==> config.mk <==
export PLATFORM = sky130hd
export DESIGN_NAME = m3_round_len_calc
export DESIGN_NICKNAME = d
export VERILOG_FILES = /design/src/rtl/m3_round_len_calc_pkg.sv /design/src/rtl/m3_round_len_calc_ramp.sv /design/src/rtl/m3_round_len_calc.sv
export SDC_FILE = /design/constraint.sdc
export NUM_CORES = 1
export LEC_CHECK = 0
export ABC_CLOCK_PERIOD_IN_PS = 13900
export CAP_MARGIN = 20
export CORE_ASPECT_RATIO = 0.9
export CORE_MARGIN = 1.5
export CORE_UTILIZATION = 55
export DETAILED_ROUTE_END_ITERATION = 10
export DONT_BUFFER_PORTS = 1
export PLACE_DENSITY_LB_ADDON = 0.15
export SETUP_SLACK_MARGIN = 0.15
export SLEW_MARGIN = 20
export SYNTH_ARGS = -nofsm -noshare
export SYNTH_HDL_FRONTEND = slang
export SYNTH_SLANG_ARGS = --single-unit
==> constraint.sdc <==
create_clock -name clkI -period 13.9 [get_ports clkI]
set_clock_uncertainty 0.05 [all_clocks]
set_input_delay 2.78 -clock clkI [delete_from_list [all_inputs] [get_ports clkI]]
set_output_delay 2.78 -clock clkI [all_outputs]
set_load 0.02 [all_outputs]
==> src/rtl/m3_round_len_calc_pkg.sv <==
// Shared types and defaults for the motor channel 3 step-period calculator.
// Holds FSM encodings, the period width and the idle period default.
package m3_round_len_calc_pkg;

  localparam int PW = 22;

  typedef logic [PW-1:0] period_t;

  localparam period_t PERIOD_MAX_DEF = 22'd4_000_000;

  typedef enum logic [1:0] {
    S_IDLE  = 2'd0,
    S_WAIT  = 2'd1,
    S_CALC  = 2'd2,
    S_APPLY = 2'd3
  } state_e;

  function automatic period_t clamp_p(
    input logic [PW:0] v,
    input period_t     lo,
    input period_t     hi
  );
    period_t r;
    if (v < {1'b0, lo})
      r = lo;
    else if (v > {1'b0, hi})
      r = hi;
    else
      r = v[PW-1:0];
    return r;
  endfunction

endpackage

==> src/rtl/m3_round_len_calc_ramp.sv <==
// Ramp step unit: latches |cur - tgt| >> shift (min 1) and direction,
// then offers the clamped next period computed from that latched step.
module m3_ramp_step
  import m3_round_len_calc_pkg::*;
#(
  parameter period_t     PERIOD_MIN = 22'd1000,
  parameter period_t     PERIOD_MAX = PERIOD_MAX_DEF,
  parameter int unsigned RAMP_SHIFT = 3
) (
  input  logic      clkI,
  input  logic      rstI,
  input  logic      latchI,
  input  period_t   curI,
  input  period_t   tgtI,
  output period_t   nextO
);

  period_t    delta_q, delta_d;
  logic       dn_q, dn_d;
  period_t    diff;
  logic [PW:0] sum;

  always_comb begin
    delta_d = delta_q;
    dn_d    = dn_q;
    diff    = (curI >= tgtI) ? (curI - tgtI) : (tgtI - curI);
    if (latchI) begin
      dn_d    = curI > tgtI;
      delta_d = diff >> RAMP_SHIFT;
      if (delta_d == '0 && diff != '0)
        delta_d = 22'd1;
    end
  end

  always_ff @(posedge clkI) begin
    if (rstI) begin
      delta_q <= '0;
      dn_q    <= 1'b0;
    end else begin
      delta_q <= delta_d;
      dn_q    <= dn_d;
    end
  end

  // delta never exceeds the latched distance, so no overshoot past tgt
  always_comb begin
    if (dn_q) begin
      if (delta_q > curI)
        sum = '0;
      else
        sum = {1'b0, curI} - {1'b0, delta_q};
    end else begin
      sum = {1'b0, curI} + {1'b0, delta_q};
    end
    nextO = clamp_p(sum, PERIOD_MIN, PERIOD_MAX);
  end

endmodule

==> src/rtl/m3_round_len_calc.sv <==
// Step-period calculator for motor channel 3: ramps the step length
// toward a button-set target on each sequencer request edge.
module m3_round_len_calc
  import m3_round_len_calc_pkg::*;
#(
  parameter period_t     PERIOD_MIN = 22'd1000,
  parameter period_t     PERIOD_MAX = PERIOD_MAX_DEF,
  parameter period_t     TGT_STEP   = 22'd100_000,
  parameter int unsigned RAMP_SHIFT = 3,
  parameter logic [3:0]  PWR_RESET  = 4'd8
) (
  input  logic        clkI,
  input  logic        rstI,
  input  logic        m3startI,
  input  logic        m3forceStopI,
  input  logic        m3speedINCi,
  input  logic        m3speedDECi,
  input  logic        m3powerINCi,
  input  logic        m3powerDECi,
  input  logic        nextCalc_1i,
  output logic [31:0] dstRoundLenO,
  output logic [3:0]  powerLevelO,
  output logic        calcBusyO,
  output logic        atTargetO,
  output logic        stoppedO
);

  state_e     state_q, state_d;
  period_t    cur_q, cur_d;
  period_t    tgt_q, tgt_d;
  period_t    dst_q, dst_d;
  logic [3:0] pwr_q, pwr_d;
  logic       req_d_q;
  logic       at_tgt_q, at_tgt_d;
  logic       stop_q, stop_d;
  logic       req;
  logic       calc_latch;
  period_t    tgt_eff;
  period_t    ramp_next;

  assign req     = nextCalc_1i & ~req_d_q;
  assign tgt_eff = m3forceStopI ? PERIOD_MAX : tgt_q;

  m3_ramp_step #(
    .PERIOD_MIN (PERIOD_MIN),
    .PERIOD_MAX (PERIOD_MAX),
    .RAMP_SHIFT (RAMP_SHIFT)
  ) u_ramp (
    .clkI   (clkI),
    .rstI   (rstI),
    .latchI (calc_latch),
    .curI   (cur_q),
    .tgtI   (tgt_eff),
    .nextO  (ramp_next)
  );

  always_comb begin
    state_d    = state_q;
    cur_d      = cur_q;
    dst_d      = dst_q;
    calc_latch = 1'b0;
    unique case (state_q)
      S_IDLE: begin
        if (m3startI)
          state_d = S_WAIT;
      end
      S_WAIT: begin
        if (req)
          state_d = S_CALC;
      end
      S_CALC: begin
        calc_latch = 1'b1;
        state_d    = S_APPLY;
      end
      S_APPLY: begin
        cur_d   = ramp_next;
        dst_d   = ramp_next;
        state_d = S_WAIT;
      end
      default: state_d = S_IDLE;
    endcase
    // stopping the channel aborts any calculation in flight
    if (!m3startI) begin
      state_d = S_IDLE;
      cur_d   = PERIOD_MAX;
      dst_d   = PERIOD_MAX;
    end
  end

  always_comb begin
    tgt_d = tgt_q;
    if (!m3forceStopI) begin
      unique case (1'b1)
        m3speedINCi & ~m3speedDECi:
          tgt_d = (tgt_q < PERIOD_MIN + TGT_STEP) ?
                  PERIOD_MIN : tgt_q - TGT_STEP;
        m3speedDECi & ~m3speedINCi:
          tgt_d = (tgt_q > PERIOD_MAX - TGT_STEP) ?
                  PERIOD_MAX : tgt_q + TGT_STEP;
        default: tgt_d = tgt_q;
      endcase
    end
  end

  always_comb begin
    pwr_d = pwr_q;
    unique case (1'b1)
      m3powerINCi & ~m3powerDECi:
        pwr_d = (pwr_q == 4'd15) ? pwr_q : pwr_q + 4'd1;
      m3powerDECi & ~m3powerINCi:
        pwr_d = (pwr_q == 4'd0) ? pwr_q : pwr_q - 4'd1;
      default: pwr_d = pwr_q;
    endcase
  end

  always_comb begin
    at_tgt_d = cur_q == tgt_q;
    stop_d   = m3forceStopI & (cur_q == PERIOD_MAX);
  end

  always_ff @(posedge clkI) begin
    if (rstI) begin
      state_q  <= S_IDLE;
      cur_q    <= PERIOD_MAX;
      tgt_q    <= PERIOD_MAX;
      dst_q    <= PERIOD_MAX;
      pwr_q    <= PWR_RESET;
      req_d_q  <= 1'b0;
      at_tgt_q <= 1'b1;
      stop_q   <= 1'b0;
    end else begin
      state_q  <= state_d;
      cur_q    <= cur_d;
      tgt_q    <= tgt_d;
      dst_q    <= dst_d;
      pwr_q    <= pwr_d;
      req_d_q  <= nextCalc_1i;
      at_tgt_q <= at_tgt_d;
      stop_q   <= stop_d;
    end
  end

  assign dstRoundLenO = {10'd0, dst_q};
  assign powerLevelO  = pwr_q;
  assign calcBusyO    = (state_q == S_CALC) || (state_q == S_APPLY);
  assign atTargetO    = at_tgt_q;
  assign stoppedO     = stop_q;

endmodule

---- Word-level counts from Yosys, hierarchy flattened ----
Cells that the tools add are included.
Widths: inputs -> output; s select.
cells by class
  equal/unequal tests ..................... 9
  magnitude comparators ................... 7
  bitwise gates (word level) .............. 13
  muxes and demuxes ....................... 16
  add/subtract/negate cells ............... 8
  reduce and logical (&&, ||, !) cells .... 12
operator list
  kind                    number
  $mux 22                 6
  $mux 23                 2
  $gt 22x22->1            2
  $pmux 22 s2             1
  $sub 22x22->22          2
  $add 22x22->23          1
  $gt 23x22->1 const B    1
  $lt 23x10->1 const B    1
  $sub 22x22->23          1
  $add 22x17->22 const B  1
  $eq 22x22->1            1
  $eq 22x22->1 const B    1
  $ge 22x22->1            1
  $gt 22x22->1 const B    1
  $logic_not 22->1        1
  $lt 22x17->1 const B    1
  $reduce_bool 22->1      1
  $sub 22x17->22 const B  1
  $mux 19                 1
  $mux 4                  2
  $pmux 4 s2              1
  $not 1->1               7
  $and 1x1->1             6
  $ne 2x2->1 const B      3
  other kinds (16)        19
word-level totals
  output and inout bits ................... 39
  word-level logic and storage cells ...... 74
  input bits .............................. 9
  register bits ........................... 76

---- Longest topological paths before layout ----
Gate-level depths: netlist of the first run.
  depth in word-level cells ............... 6
  gate-level depth with buffers ........... 19
  depth with buffers taken out ............ 15

---- Hierarchy ----
Synthesis of the first run repeated with hierarchy kept, for this count alone.
unflattened totals
  cells, all modules ...................... 1,398
  area total of the unflattened synthesis .. 10,244.8 sq um
modules (own cells, without submodules)
  module             seq. area each (sq um)  times used  cells an instance  area an instance (sq um)
  m3_ramp_step       400.4                   1           960                6,771.5
  m3_round_len_calc  980.9                   1           438                3,473.3

---- Worst setup path before layout of the first run ----
Ideal clock, no wire load.
  path type ............................... input to register
  start ................................... input port m3forceStopI
  end ..................................... register u_ramp.delta_q[0]
  data arrival time ....................... 6,543 ps
  cell stages on the path ................. 17
  library setup time ...................... 73 ps
  slack ................................... 7,233 ps
  path buffers ............................ 4
  required time ........................... 13,777 ps
  path through ............................ clkbuf_1 > clkbuf_1 > or2_2 > ha_1 > nand2_1 > or4_4 > or4b_4 > nand2b_2 > or2_4 > buf_12 > clkbuf_1 > nor3_1 > a21oi_1 > xnor2_1 > nand4_1 > or4_1 > o22ai_2
between the ends
  longest elaborated chain between the ends .. 6
  elaborated cells between the ends (all ways) .. 9
  those cells by class .................... 2 x add/sub; 1 x order compare; 3 x mux; 3 x reduce/logical
ends and longest elaborated chain
  element                                                 line                          RTL
  start: declaration                                      m3_round_len_calc.sv:15       input logic m3forceStopI,
  $mux 22 (*)                                             m3_round_len_calc.sv:42       assign tgt_eff = m3forceStopI ? PERIOD_MAX : tgt_q;
  $sub 22x22->22 or $ge 22x22->1 (tied branches)          m3_round_len_calc_ramp.sv:26  diff = (curI >= tgtI) ? (curI - tgtI) : (tgtI - curI);
  $mux 22 (*)                                             m3_round_len_calc_ramp.sv:26
  $logic_not 22->1 or $reduce_bool 22->1 (tied branches)  m3_round_len_calc_ramp.sv:30  if (delta_d == '0 && diff != '0)
  $logic_and 1x1->1                                       m3_round_len_calc_ramp.sv:30
  $mux 19 (*)                                             m3_round_len_calc_ramp.sv:30
  end signal: assignment                                  m3_round_len_calc_ramp.sv:40  delta_q <= delta_d;
  end: declaration                                        m3_round_len_calc_ramp.sv:18  period_t delta_q, delta_d;
Every way passes the cells marked *; elsewhere a longest branch is shown, timed or not.
A chain may end at the register's enable or synchronous reset.

---- Worst setup path in the final report of the first run ----
Ends and elaborated chain as after synthesis.

==> results of run 1 <==
-- critical path, delay by kind of cell --
family | cells | cell delay (ns)
buffers and inverters | 1 | 0.05
adder cells (fa/ha/maj) | 1 | 0.38
AND/OR/NAND/NOR | 4 | 1.63
XOR/XNOR | 1 | 0.16
multiplexers | 1 | 0.34
AO/OA/AOI/OAI | 6 | 1.51
-- stage by stage --
| stage | total power, mW | utilization | cells |
|---|---|---|---|
| global placement | 0.515 | 0.557 | 1392 |
| global route | 0.796 | 0.576 | 1408 |
| floorplan | 0.460 | - | 1267 |
| CTS | 0.750 | 0.576 | 1408 |
| finish | 0.755 | 0.576 | 1408 |
| detailed placement | 0.515 | 0.557 | 1392 |
-- state kept, by name (all words and copies together) (netlist names) --
name            cells
stoppedO            1
u_ramp.dn_q         1
u_ramp.delta_q     19
tgt_q              18
req_d_q             1
atTargetO           1
powerLevelO         4
state_q             2
dst_q              22
-- layer usage --
metal | vias up | part of all wire | global-route usage
li1 | 4406 | - | -
met1 | 4299 | 0.45 | 0.488
met2 | 442 | 0.42 | 0.498
met3 | 57 | 0.098 | 0.0769
met4 | 0 | 0.035 | 0.120
met5 | - | 0 | 0
-- worst max-delay path by stage --
stage                  from           endpoint  slack, ns
2_1_floorplan  m3forceStopI  u_ramp.delta_q[0]       7.23
3_3_place_gp   m3forceStopI  u_ramp.delta_q[0]       7.14
3_5_place_dp   m3forceStopI  u_ramp.delta_q[0]       6.97
4_1_cts        m3forceStopI  u_ramp.delta_q[0]       7.30
5_1_grt        m3forceStopI  u_ramp.delta_q[0]       6.95
6_report       m3forceStopI  u_ramp.delta_q[0]       7.27
-- cell type report --
cell class,instances,share of cell area
Clock buffer,9,0.0243
Clock inverter,7,0.00811
Inverter,98,0.0397
Multi-Input combinational cell,1009,0.743
Sequential cell,69,0.149
Tap cell,207,0.0280
Timing Repair Buffer,9,0.00730
-- cells in the mapped netlist (14+ instances only) --
| cell | n | share of area |
|---|---|---|
| sky130_fd_sc_hd__or2_2 | 14 | 0.0097 |
| sky130_fd_sc_hd__xnor2_1 | 36 | 0.035 |
| sky130_fd_sc_hd__o21ai_0 | 74 | 0.041 |
| sky130_fd_sc_hd__a21o_1 | 18 | 0.015 |
| sky130_fd_sc_hd__nor2b_1 | 20 | 0.014 |
| sky130_fd_sc_hd__and3_1 | 14 | 0.0097 |
| sky130_fd_sc_hd__nand2b_1 | 26 | 0.018 |
| sky130_fd_sc_hd__a21oi_1 | 95 | 0.053 |
| sky130_fd_sc_hd__nor3_1 | 29 | 0.016 |
| sky130_fd_sc_hd__inv_1 | 96 | 0.040 |
| sky130_fd_sc_hd__nand3_1 | 22 | 0.012 |
| sky130_fd_sc_hd__a211oi_1 | 37 | 0.031 |
| sky130_fd_sc_hd__dfxtp_1 | 69 | 0.15 |
| sky130_fd_sc_hd__xor2_1 | 27 | 0.026 |
| sky130_fd_sc_hd__o211ai_1 | 15 | 0.013 |
| sky130_fd_sc_hd__a31oi_1 | 16 | 0.011 |
| sky130_fd_sc_hd__nand4_1 | 24 | 0.017 |
| sky130_fd_sc_hd__nor2_1 | 111 | 0.046 |
| sky130_fd_sc_hd__clkbuf_1 | 64 | 0.027 |
| sky130_fd_sc_hd__nand2_1 | 93 | 0.039 |
| sky130_fd_sc_hd__ha_1 | 91 | 0.13 |
| sky130_fd_sc_hd__mux2i_1 | 25 | 0.028 |
| sky130_fd_sc_hd__nor4_1 | 17 | 0.012 |
-- power by group --
part	switching, mW	internal [mW]	total (mW)
Clock	0.0957	0.139	0.235
Combinational	0.176	0.113	0.288
Sequential	0.0237	0.208	0.231
Total	0.295	0.460	0.755
-- cells by family after synthesis --
| family | after synthesis |
|---|---|
| AO/OA/AOI/OAI | 394 |
| XOR/XNOR | 63 |
| adder cells (fa/ha/maj) | 96 |
| buffers and inverters | 189 |
| flip-flops | 69 |
| multiplexers | 30 |
| other | 2 |
| AND/OR/NAND/NOR | 406 |
==> impl_metrics.tcl, run 1 <==
set metrics [dict create \
    final-max-slew-violation-count 0 \
    report.final.hold_viol_count 0 \
    die_width_um 138 \
    layout_commonest_cell "sky130_fd_sc_hd__nor2_1" \
    crit_slowest_cell "sky130_fd_sc_hd__nor2_2" \
    tritoncts.num_buffers 9 \
    post-route-cell-area_um2 9260 \
    cts_root_buf "sky130_fd_sc_hd__clkbuf_16" \
    timing_worst_slew_pin_value_ns 0.968 \
    synthXorXnorAreaFrac 0.0614 \
    compound_gate_fraction_of_synth_area 0.300 \
    hpwlAfterDp_um 22400 \
    r2r_end "dst_q[18]" \
    count_of_fill_cells_added_during_filler_insertion 1591 \
    worstPathMaxFanout 21 \
    cts.hold.buffers_added 0 \
    worst_path_largest_cell_delay_ns 0.73 \
    layout.cells.most_common_list "111 x sky130_fd_sc_hd__nor2_1, 96 x sky130_fd_sc_hd__inv_1, 95 x sky130_fd_sc_hd__a21oi_1" \
    rsz_0062_raised_after_global_routing "false" \
    cts_tree "built" \
    clock-sinks 69 \
    worst_ir_drop_on_vdd_mv 0.0672 \
    multi_input_area_um2 6890 \
    rrSetupSlack_ns 8.72 \
    wl_um 28900 \
    syn2layout_area_growth_pct 3.02 \
    first_pass_iters 5 \
    final_antenna_net_count 0 \
    timing.critical_path.required_ns 14.12 \
    yosys_register_bits 69 \
    post_synth_fa_ha_maj_area_fraction 0.138 \
    period_share 0.477 \
    yosys-mux-area-fraction 0.0341 \
    critical_path.endpoint_type "flop" \
    timing.hold.ws_ns 0.444 \
    worst-setup-path-type "in2reg" \
    setup_viol_count_final 0 \
    grt_remaining_overflow 0 \
    grt_start_max_net_pins 39 \
    cap_viol_max_count 0 \
    max_slew_margin 0.349 \
    die_h_um 124 \
    fmax_mhz 151 \
    num_antenna_cells 0 \
    postSynthAreaPerCell_um2 7.20 \
    initial_core_util 0.559 \
    synth-simple-area-share 0.225 \
    synth.cell_area_um2 8990 \
    min_from "state_q[0]" \
    gp_congestion 0.972 \
    post-route-min-period_ns 6.63 \
    ioPinCount 48 \
    core_region_area_um2 16100 \
    cp.arrival_ns 6.85 \
    postCtsSetupRepairBufs 0 \
    postPlaceCellArea_um2 8960 \
    crit_chain "nand2b_1 > inv_1 > ha_1 > a21oi_1 > a211oi_1 > o311ai_0 > a31oi_1 > nor2_2 > mux2i_1 > o22ai_1 > xor2_1 > or3_1 > or4_1 > o22ai_2" \
    viasPerCell 6.54 \
    synth_edf_count 0 \
    postLayoutSetupSlackWorst_ns 7.27 \
    synth-main-ff-cell "sky130_fd_sc_hd__dfxtp_1" \
    ys_types 85 \
    total_leakage_power_nw 4.04 \
    initialDrtViolationCount 1022 \
    placement_rows 44 \
    postCtsResizedCells 0 \
    grt_util_all_layers 0.341 \
    synth-warning-count 0 \
    clk_transition_reported_paths_ns 0.06 \
    min_delay_worst_endpoint "state_q[0]" \
    wire_per_inst_um 20.5 \
    vias_in_the_first_global_route 8393 \
    seq_area_um2 1380 \
    drive_above_1_share 0.0525 \
    grt_first_pass_wirelength_um 45600 \
    die_area_um2 17100 \
    largest_family_of_logic_cells_by_synthesized_area "compound AO/OA/AOI/OAI gates" \
    worstSetupStartpointType "primary input" \
    clock_latency_ns 0.34 \
    drt_drc_violations_left 0 \
    synthesized_instance_count 1249 \
    status "complete, no violations" \
    cellPowerDensity_nw_per_um2 81.5 \
    holdCritPathClass "reg2reg" \
    ys_async_rst_share 0 \
    cts_htree_levels 3 \
    grt_antenna_before_repair 0 \
    final_nets 1301 \
    port_buffers 0 \
    worst_hold_depth 2 \
    reg2regPathDepth 12 \
    start_of_the_worst_register_to_register_path "dst_q[14]" \
    seq_area_frac_synth 0.154 \
    detailroute.via_count 9204 \
    fin_setup_tns_ns 0 \
    clock_path_buffers 2 \
    dp_slack_ns 6.97 \
]
No activity file was read; power rests on OpenSTA's default activity.
==> run 2, diff against run 1 <==
- ABC_CLOCK_PERIOD_IN_PS: 13900 -> 6200
- clock period: 13.9 -> 6.2 ns (I/O delays scaled with it)
==> run 2 against run 1 <==
Final cell count about the same. Worst setup slack worse by 6.2 ns. Final area increased by 0.59%. Critical path depth fell by 1. Clock power rose to 2.6 times the previous value. Core utilization increased by 0.34 points. Sequential power up 120%. Critical path type is now reg2reg. Largest power group unchanged. Highest routed layer unchanged.
==> impl_metrics.tcl, run 2 (synthesis gave the netlist of run 1 again) <==
set metrics [dict create \
    postCtsResizedCells 0 \
    die_width_um 138 \
    cp.arrival_ns 5.35 \
    worst-setup-path-type "reg2reg" \
    die_h_um 124 \
    core_region_area_um2 16100 \
    first_pass_iters 7 \
    seq_area_um2 1380 \
    worstSetupStartpointType "flop" \
    cellPowerDensity_nw_per_um2 191 \
    internal-power_mw 1.11 \
    count_of_fill_cells_added_during_filler_insertion 1545 \
    holdCritPathClass "reg2reg" \
    p_total_mw 1.78 \
    power_switching_share 0.374 \
    cap_viol_max_count 0 \
    crit_chain "inv_1 > fa_1 > o21bai_1 > a2111oi_2 > o211ai_1 > a211oi_1 > o31a_1 > o32ai_1 > nand4_1 > a2111oi_0 > nor3_1 > a31o_2 > a221o_1" \
    timing.hold.ws_ns 0.452 \
    worstPathMaxFanout 17 \
    worst_path_largest_cell_delay_ns 0.69 \
    syn2layout_area_growth_pct 3.63 \
    post-route-util 0.580 \
    post-route-min-period_ns 5.16 \
    rsz_0062_raised_after_global_routing "false" \
    postCtsSetupRepairBufs 0 \
    cts_htree_levels 3 \
    num_antenna_cells 0 \
    final-max-slew-violation-count 0 \
    total_leakage_power_nw 4.07 \
    clock_latency_ns 0.35 \
    critical_path.endpoint_type "flop" \
    final_nets 1302 \
    layout.cells.most_common_list "111 x sky130_fd_sc_hd__nor2_1, 96 x sky130_fd_sc_hd__inv_1, 95 x sky130_fd_sc_hd__a21oi_1" \
    postLayoutSetupSlackWorst_ns 1.04 \
    p_seq_frac 0.292 \
    fin_setup_tns_ns 0 \
    gp_congestion 0.984 \
    power.clock.fraction 0.344 \
    crit_slowest_cell "sky130_fd_sc_hd__dfxtp_1" \
    ioPinCount 48 \
    die_area_um2 17100 \
    setup_viol_count_final 0 \
    clk_transition_reported_paths_ns 0.06 \
    viasPerCell 6.57 \
    timing.critical_path.required_ns 6.39 \
    dp_slack_ns 0.798 \
    grt_start_max_net_pins 39 \
    max_slew_margin 0.250 \
    fmax_mhz 194 \
    postPlaceCellArea_um2 8970 \
    grt_util_all_layers 0.339 \
    timing_worst_slew_pin_value_ns 1.10 \
    drive_above_1_share 0.0532 \
    hpwlAfterDp_um 22200 \
    start_of_the_worst_register_to_register_path "dst_q[1]" \
    layout_commonest_cell "sky130_fd_sc_hd__nor2_1" \
    comb_power_share 0.365 \
    multi_input_area_um2 6890 \
    cts.hold.buffers_added 0 \
    cts_tree "built" \
    initial_core_util 0.559 \
    report.final.hold_viol_count 0 \
    clock_path_buffers 2 \
    switchingPower_uw 664 \
    min_from "state_q[0]" \
    clock-sinks 69 \
    place.detailed.instances 1393 \
    largest_register_ffs 22 \
    setup.worst_path.start "dst_q[1]" \
    port_buffers 0 \
    detailroute.via_count 9261 \
    initialDrtViolationCount 1002 \
    cts_root_buf "sky130_fd_sc_hd__clkbuf_16" \
    worst_ir_drop_on_vdd_mv 0.195 \
    grt_first_pass_wirelength_um 45400 \
    post-route-cell-area_um2 9320 \
    grt_remaining_overflow 0 \
    largest_register "dst_q" \
    placement_rows 44 \
    finalNonFillerCells 1409 \
    period_share 0.832 \
    grt_antenna_before_repair 0 \
    biggestRegsByFlops "dst_q: 22 flops, u_ramp.delta_q: 19 flops, tgt_q: 18 flops" \
    tritoncts.num_buffers 9 \
    status "complete, no violations" \
    drt_drc_violations_left 0 \
    wl_um 28900 \
    wire_per_inst_um 20.5 \
    final_antenna_net_count 0 \
    vias_in_the_first_global_route 8177 \
]
run 2: cell types whose count changed in the layout (fill, tap and decap cells not counted):
cell,before,now
sky130_fd_sc_hd__bufinv_16,1,3
sky130_fd_sc_hd__buf_4,9,10
sky130_fd_sc_hd__clkinv_2,1,0
sky130_fd_sc_hd__clkinvlp_4,3,2
run 2: final timing paths:
kind | to | slack, ns | cells after the start
hold reg to reg | state_q[0] | 0.45 | 2
setup reg to reg | dst_q[9] | 1.04 | 13
hold / removal | state_q[0] | 0.45 | 2
setup / recovery | dst_q[9] | 1.04 | 13
run 2: metal layers:
layer | vias to the layer above | wire, µm | GRT usage
li1 | 4396 | - | -
met1 | 4385 | 13300 | 0.507
met2 | 418 | 12300 | 0.489
met3 | 62 | 2390 | 0.0611
met4 | 0 | 795 | 0.103
met5 | - | 0 | 0
run 2: layout make-up:
| class | instances | area share |
|---|---|---|
| clock inverter | 7 | 0.0132 |
| timing repair buffer | 10 | 0.00806 |
| clock buffer | 9 | 0.0242 |
| tap | 207 | 0.0278 |
| sequential | 69 | 0.148 |
| inverter | 98 | 0.0395 |
| multi-input combinational | 1009 | 0.739 |
run 2: power by group through the flow:
stage	Clock [mW]	Sequential (mW)	Combinational [mW]
6_report	0.611	0.518	0.648
5_1_grt	0.637	0.522	0.708
4_1_cts	0.617	0.516	0.634
3_5_place_dp	0	0.526	0.631
3_3_place_gp	0	0.527	0.631
2_1_floorplan	0	0.496	0.534
run 2: worst max-delay path, delay by kind of cell (launching register included):
family                   cells  cell delay [ns]
buffers and inverters        1             0.29
AO/OA/AOI/OAI                9             3.14
AND/OR/NAND/NOR              2             0.38
adder cells (fa/ha/maj)      1             0.49
flip-flops                   1             0.69
